## src/rtl/conv_3x3_pkg.sv

```systemverilog
// Shared definitions for the 3x3 convolution weight path: streamer FSM
// encoding, kernel geometry and address-width sizing.
package conv_3x3_pkg;

    localparam int KERNEL_SIZE  = 9;
    localparam int DRAIN_CYCLES = 2;

    typedef enum logic [2:0] {
        ST_IDLE     = 3'd0,
        ST_WAIT_REQ = 3'd1,
        ST_BURST    = 3'd2,
        ST_DRAIN    = 3'd3,
        ST_DONE     = 3'd4
    } state_e;

    // Width needed to address every weight of a layer; never narrower than 1 bit.
    function automatic int addr_width_f(input int cin, input int cout, input int ksize);
        int total_s;
        total_s = cin * cout * ksize;
        return (total_s > 1) ? $clog2(total_s) : 1;
    endfunction

endpackage

```

## src/rtl/conv_3x3_weight_addr_gen.sv

```systemverilog
// Linear weight-address walker: tap inner, input channel, output channel outer.
// Raises last_set once the final tap of the final set has been read.
module conv_3x3_weight_addr_gen
    import conv_3x3_pkg::*;
#(
    parameter int TAPS       = KERNEL_SIZE,
    parameter int CIN        = 64,
    parameter int COUT       = 128,
    parameter int ADDR_WIDTH = addr_width_f(CIN, COUT, TAPS)
) (
    input  logic                  clk,
    input  logic                  reset,
    input  logic                  clear,
    input  logic                  advance,
    output logic [ADDR_WIDTH-1:0] addr,
    output logic                  tap_last,
    output logic                  last_set
);

    localparam int K_W  = (TAPS > 1) ? $clog2(TAPS) : 1;
    localparam int IC_W = (CIN > 1)  ? $clog2(CIN)  : 1;
    localparam int OC_W = (COUT > 1) ? $clog2(COUT) : 1;
    localparam logic [K_W-1:0]  K_LAST  = K_W'(TAPS - 1);
    localparam logic [IC_W-1:0] IC_LAST = IC_W'(CIN - 1);
    localparam logic [OC_W-1:0] OC_LAST = OC_W'(COUT - 1);

    logic [K_W-1:0]        k_r;
    logic [IC_W-1:0]       ic_r;
    logic [OC_W-1:0]       oc_r;
    logic [ADDR_WIDTH-1:0] addr_r;
    logic                  last_set_r;

    // Counter chain and address register, stepped once per memory read
    always_ff @(posedge clk or negedge reset) begin
        if (!reset) begin
            k_r        <= '0;
            ic_r       <= '0;
            oc_r       <= '0;
            addr_r     <= '0;
            last_set_r <= 1'b0;
        end else if (clear) begin
            k_r        <= '0;
            ic_r       <= '0;
            oc_r       <= '0;
            addr_r     <= '0;
            last_set_r <= 1'b0;
        end else if (advance) begin
            addr_r <= addr_r + ADDR_WIDTH'(1);
            if (k_r == K_LAST) begin
                k_r <= '0;
                if (ic_r == IC_LAST) begin
                    ic_r <= '0;
                    if (oc_r == OC_LAST) begin
                        oc_r       <= '0;
                        last_set_r <= 1'b1;
                    end else begin
                        oc_r <= oc_r + OC_W'(1);
                    end
                end else begin
                    ic_r <= ic_r + IC_W'(1);
                end
            end else begin
                k_r <= k_r + K_W'(1);
            end
        end
    end

    assign addr     = addr_r;
    assign tap_last = (k_r == K_LAST);
    assign last_set = last_set_r;

endmodule

```

## src/rtl/conv_3x3_weight_streamer.sv

```systemverilog
// Streams 3x3 kernel weights from a synchronous weight memory as 9-word bursts,
// one burst per load_req, with a single-deep request queue and overrun flag.
module conv_3x3_weight_streamer
    import conv_3x3_pkg::*;
#(
    parameter int DATA_WIDTH      = 32,
    parameter int KERNEL_SIZE     = conv_3x3_pkg::KERNEL_SIZE,
    parameter int CHANNEL_NUM_IN  = 64,
    parameter int CHANNEL_NUM_OUT = 128,
    parameter int ADDR_WIDTH      = addr_width_f(CHANNEL_NUM_IN, CHANNEL_NUM_OUT, KERNEL_SIZE)
) (
    input  logic                  clk,
    input  logic                  reset,
    input  logic                  start,
    input  logic                  load_req,
    output logic                  mem_rd_en,
    output logic [ADDR_WIDTH-1:0] mem_addr,
    input  logic [DATA_WIDTH-1:0] mem_rd_data,
    output logic                  valid_weight_out,
    output logic [DATA_WIDTH-1:0] weight_out,
    output logic                  busy,
    output logic                  done,
    output logic                  err_overrun
);

    localparam int DRAIN_W = (DRAIN_CYCLES > 1) ? $clog2(DRAIN_CYCLES) : 1;
    localparam logic [DRAIN_W-1:0] DRAIN_LAST = DRAIN_W'(DRAIN_CYCLES - 1);

    state_e                state_r;
    state_e                state_nxt_s;
    logic [DRAIN_W-1:0]    drain_cnt_r;
    logic                  pending_r;
    logic                  pending_nxt_s;
    logic                  err_r;
    logic                  err_nxt_s;
    logic                  rd_en_r;
    logic                  rd_en_d1_r;
    logic                  valid_r;
    logic                  busy_r;
    logic                  done_r;
    logic [DATA_WIDTH-1:0] weight_r;
    logic [ADDR_WIDTH-1:0] addr_s;
    logic                  tap_last_s;
    logic                  last_set_s;
    logic                  layer_start_s;

    assign layer_start_s = start && (state_r == ST_IDLE);

    conv_3x3_weight_addr_gen #(
        .TAPS       (KERNEL_SIZE),
        .CIN        (CHANNEL_NUM_IN),
        .COUT       (CHANNEL_NUM_OUT),
        .ADDR_WIDTH (ADDR_WIDTH)
    ) u_addr_gen (
        .clk      (clk),
        .reset    (reset),
        .clear    (layer_start_s),
        .advance  (rd_en_r),
        .addr     (addr_s),
        .tap_last (tap_last_s),
        .last_set (last_set_s)
    );

    // Next-state decode; BURST ends on the read of the final tap
    always_comb begin
        state_nxt_s = state_r;
        case (state_r)
            ST_IDLE: begin
                if (start) state_nxt_s = ST_WAIT_REQ;
                else       state_nxt_s = ST_IDLE;
            end
            ST_WAIT_REQ: begin
                if (load_req || pending_r) state_nxt_s = ST_BURST;
                else                       state_nxt_s = ST_WAIT_REQ;
            end
            ST_BURST: begin
                if (tap_last_s) state_nxt_s = ST_DRAIN;
                else            state_nxt_s = ST_BURST;
            end
            ST_DRAIN: begin
                if (drain_cnt_r == DRAIN_LAST) begin
                    if (last_set_s) state_nxt_s = ST_DONE;
                    else            state_nxt_s = ST_WAIT_REQ;
                end else begin
                    state_nxt_s = ST_DRAIN;
                end
            end
            ST_DONE: state_nxt_s = ST_IDLE;
            default: state_nxt_s = ST_IDLE;
        endcase
    end

    // Request queue (depth 1) and sticky overrun; the queue never survives into IDLE
    always_comb begin
        pending_nxt_s = pending_r;
        err_nxt_s     = err_r;
        case (state_r)
            ST_IDLE: begin
                pending_nxt_s = 1'b0;
                if (start) err_nxt_s = 1'b0;
                else       err_nxt_s = err_r;
            end
            ST_WAIT_REQ: begin
                if (load_req || pending_r) pending_nxt_s = 1'b0;
                else                       pending_nxt_s = pending_r;
            end
            ST_BURST, ST_DRAIN, ST_DONE: begin
                if (load_req) begin
                    if (pending_r) err_nxt_s = 1'b1;
                    else           pending_nxt_s = 1'b1;
                end else begin
                    pending_nxt_s = pending_r;
                end
            end
            default: begin
                pending_nxt_s = 1'b0;
                err_nxt_s     = err_r;
            end
        endcase
        if (state_nxt_s == ST_IDLE) pending_nxt_s = 1'b0;
        else                        pending_nxt_s = pending_nxt_s;
    end

    // FSM state, request bookkeeping and control outputs registered from next state
    always_ff @(posedge clk or negedge reset) begin
        if (!reset) begin
            state_r     <= ST_IDLE;
            drain_cnt_r <= '0;
            pending_r   <= 1'b0;
            err_r       <= 1'b0;
            rd_en_r     <= 1'b0;
            busy_r      <= 1'b0;
            done_r      <= 1'b0;
        end else begin
            state_r     <= state_nxt_s;
            drain_cnt_r <= (state_r == ST_DRAIN) ? drain_cnt_r + DRAIN_W'(1) : '0;
            pending_r   <= pending_nxt_s;
            err_r       <= err_nxt_s;
            rd_en_r     <= (state_nxt_s == ST_BURST);
            busy_r      <= (state_nxt_s != ST_IDLE);
            done_r      <= (state_nxt_s == ST_DONE);
        end
    end

    // Read-data capture: memory answers one cycle after the strobe, output one more later
    always_ff @(posedge clk or negedge reset) begin
        if (!reset) begin
            rd_en_d1_r <= 1'b0;
            valid_r    <= 1'b0;
            weight_r   <= '0;
        end else begin
            rd_en_d1_r <= rd_en_r;
            valid_r    <= rd_en_d1_r;
            if (rd_en_d1_r) weight_r <= mem_rd_data;
        end
    end

    assign mem_rd_en        = rd_en_r;
    assign mem_addr         = addr_s;
    assign valid_weight_out = valid_r;
    assign weight_out       = weight_r;
    assign busy             = busy_r;
    assign done             = done_r;
    assign err_overrun      = err_r;

endmodule

```

## config.mk

```make
export PLATFORM = sky130hd
export DESIGN_NAME = conv_3x3_weight_streamer
export DESIGN_NICKNAME = d
export VERILOG_FILES = /design/src/rtl/conv_3x3_pkg.sv /design/src/rtl/conv_3x3_weight_addr_gen.sv /design/src/rtl/conv_3x3_weight_streamer.sv
export SDC_FILE = /design/constraint.sdc
export NUM_CORES = 1
export LEC_CHECK = 0
export CAP_MARGIN = 20
export CORE_AREA = 2 2 93 95
export CTS_CLUSTER_DIAMETER = 100
export DETAILED_ROUTE_END_ITERATION = 10
export DIE_AREA = 0 0 95 97
export GPL_TIMING_DRIVEN = 1
export PLACE_DENSITY = 0.71
export REMOVE_ABC_BUFFERS = 1
export SLEW_MARGIN = 10
export SYNTH_ARGS = -nofsm -noshare
export SYNTH_HDL_FRONTEND = slang
export SYNTH_HIERARCHICAL = 1
export SYNTH_SLANG_ARGS = --single-unit
```

## constraint.sdc

```tcl
create_clock -name clk -period 1.9 [get_ports clk]
set_clock_uncertainty 0.05 [all_clocks]
set_input_delay 0.38 -clock clk [delete_from_list [all_inputs] [get_ports clk]]
set_output_delay 0.38 -clock clk [all_outputs]
set_load 0.005 [all_outputs]
```

==> reports/results.tsv <==
metric	value	unit
status	finished clean	
Tmin final	1810	ps
pwr dens	1370	mW/mm²
Post-Syn Area	0.00350	mm²
Die W	95	µm
gr ovfl total	0	
relative slew slack	0.725	
Initial DRC Count	110	
Setup TNS Final	0	ps
Cells after DPL	510	
Max Slew Vio Count	0	
DIE HEIGHT	97	µm
buffer levels on the longest clock path	2	
CTS root buffer	clkbuf_8	
largest net degree at the start of global routing	35	
Synth cell types	52	
crit path max fanout	4	
XOR/XNOR Fraction of Synth Area	0.0400	
non-filler cells, final	526	
Clock Pin Slew Worst Setup and Hold Paths	90	ps
sequential share of the synthesized area	0.557	
area fraction in and, or, nand and nor cells after synthesis	0.174	
Rows	33	
Post-synth ARST share	1.00	
CTS tree	yes	
Worst setup SP type	flip-flop	
Leakage Power	2.14	nW
antenna cell count	0	
mux cell area share after synthesis	0.119	
IO Pins	90	
drt via density	5.09	
number of global-route vias before repair	2882	
final worst-path cycle share	0.953	
total routed wirelength	7.82	mm
Post-route DRC	0	
layout cells sized above 1	0.221	
Seq cells post-synth	78	
main combinational cell family by area after synthesis	simple AND/OR/NAND/NOR gates	
Synth Flop Type	dfrtp_1	
1st-pass router iterations	4	
cell count after synthesis	300	
TritonCTS Buffers	9	
Min-Delay Path Class	reg2reg	
CP required	2070	ps
type of destination of the critical path	flip-flop	
worst ir drop on vdd	0.606	mV
Detail Route Antenna Nets	0	
first-pass GRT wire length	13.4	mm
area growth from synthesis to layout	40.7	%
Max Cap Viol	0	
routed len/inst	14.9	µm
Post-synth EDFFs	0	
Setup Fix Bufs, Post-CTS	0	
leading area contributor after synthesis	dfrtp_1	
Die Area	0.00922	mm²
Initial Util	0.431	
dpl hpwl	5.82	mm
Compound-Gate Fraction of Synth Area	0.0625	
Critical Path AT	1980	ps
f_max	552	MHz
initial antenna violation count	0	
endpoints failing hold	0	
nets	458	
syn avg cell area	11.7	µm²
Synth Area in Adders	0.0179	
Vias	2675	
final setup violation count	0	
Placer Congestion	0.852	
Total GRT Usage	0.181	
WS Path Type	reg2reg	
cells taking the most area after synthesis	dfrtp_1 (56%), mux2_2 (11%), nor2_1 (3.6%), nand3_1 (2.9%), xnor2_1 (2.7%)	
top cells by count, synth	dfrtp_1 (78), mux2_2 (34), nor2_1 (34)	
Ys Warns	6	
Core Area	0.00813	mm²
most common cell in the synthesized netlist	dfrtp_1	
CTS H-tree lvls	3	
clk_lat worst skew	340	ps
top-area cell type share of the netlist area	0.557	
I/O Buffers	89	
# clock sinks	78	
Slew @ Worst Pin	407	ps
[metrics by stage]
stage / cell area, µm² / total power [W] / util / hold slack [ps] / setup slack (ps)
2_1_floorplan: 3430 / 0.00391 / - / 34.4 / -1340
3_3_place_gp: 4680 / 0.00537 / 0.575 / 254 / -288
3_5_place_dp: 4680 / 0.00548 / 0.575 / 261 / -329
4_1_cts: 4910 / 0.00685 / 0.603 / 418 / 25.3
5_1_grt: 4930 / 0.00725 / 0.606 / 429 / -10.2
6_report: 4930 / 0.00676 / 0.606 / 411 / 89.3
[cell type report]
| cell class | count | area (µm²) |
|---|---|---|
| sequential | 78 | 1950 |
| inverter | 8 | 30.0 |
| clock buffer | 10 | 138 |
| timing repair buffer | 118 | 1120 |
| tap | 105 | 131 |
| clock inverter | 5 | 83.8 |
| fill | 651 | 3200 |
| multi-input combinational | 202 | 1480 |
[repair_timing]
action                                  4_1_cts  5_1_grt
cloned                                        0        0
pin swaps                                     1        0
endpoints found under the hold margin        23        0
hold buffers                                  1        0
resized for setup                             0        4
endpoints found under the setup margin        1       11
[power breakdown]
group | switching [W] | total, W | internal (W)
logic | 0.00107 | 0.00278 | 0.00171
registers | 0.000370 | 0.00263 | 0.00226
clock network | 0.000583 | 0.00135 | 0.000771
total | 0.00202 | 0.00676 | 0.00474
[cells by family (layout without fill, tap and decap cells)]
group,count (synthesis),in the layout
AO/OA/AOI/OAI,31,31
buffers and inverters,20,141
multiplexers,37,37
XOR/XNOR,16,16
adder cells (fa/ha/maj),5,5
flip-flops,78,78
AND/OR/NAND/NOR,113,113
[layout by cell type (no fill, tap or decap), drive strengths merged, types with 2 or more instances in the layout]
cell | Yosys | layout
nor4b | 2 | 2
or4 | 3 | 3
xor2 | 5 | 5
nor3 | 5 | 5
buf | 7 | 29
nand2b | 3 | 3
a21oi | 4 | 4
a31oi | 2 | 2
nand2 | 18 | 18
nor2b | 4 | 4
clkdlybuf4s50 | 0 | 88
mux2 | 35 | 35
o21a | 2 | 2
clkbuf | 5 | 10
dfrtp | 78 | 78
nor3b | 2 | 2
and3 | 4 | 4
clkinvlp | 0 | 2
ha | 5 | 5
nand4 | 4 | 4
o21ai | 8 | 8
o22ai | 2 | 2
mux2i | 2 | 2
nor2 | 34 | 34
nor4 | 5 | 5
bufinv | 0 | 2
xnor2 | 11 | 11
nand3 | 21 | 21
o211ai | 2 | 2
inv | 8 | 8
a21o | 3 | 3
[routing by layer]
metal,vias up,part of all wire,track usage
met1,1301,0.46,0.242
li1,1283,-,-
met3,4,0.073,0.0436
met2,87,0.46,0.284
met5,-,0,0
met4,0,0.0040,0.0680
[path summary, 6_finish.rpt]
check | slack [ps] | cells after the start | to | from
max reg2reg | 90 | 6 | u_addr_gen/addr[16]$_DFFE_PN0P_ | state_r[0]$_DFF_PN0_
min reg2reg | 410 | 1 | drain_cnt_r$_DFF_PN0_ | drain_cnt_r$_DFF_PN0_
max | 90 | 6 | u_addr_gen/addr[16]$_DFFE_PN0P_ | state_r[0]$_DFF_PN0_
min | 410 | 1 | drain_cnt_r$_DFF_PN0_ | drain_cnt_r$_DFF_PN0_
min in group asynchronous | 440 | 2 | weight_out[15]$_DFFE_PN0P_ | reset
max in group asynchronous | 760 | 3 | weight_out[2]$_DFFE_PN0P_ | reset
[flip-flops by register name (all words and copies together) (netlist names)]
register and cells:
busy 1, done 1, drain_cnt_r 1, err_overrun 1
mem_rd_en 1, pending_r 1, rd_en_d1_r 1, state_r 3
u_addr_gen/addr 17, u_addr_gen/ic_r 6, u_addr_gen/k_r 4, u_addr_gen/last_set 1
u_addr_gen/oc_r 7, valid_weight_out 1, weight_out 32
[critical path, cell delays in order, from the launching register on]
cell and delay (ps):
dfrtp_1 380, nor2_1 150, nand2_1 120, nor2_4 140
o211ai_1 150, nor4_1 320, mux2_2 380
Power figures use the tool's default switching activity.
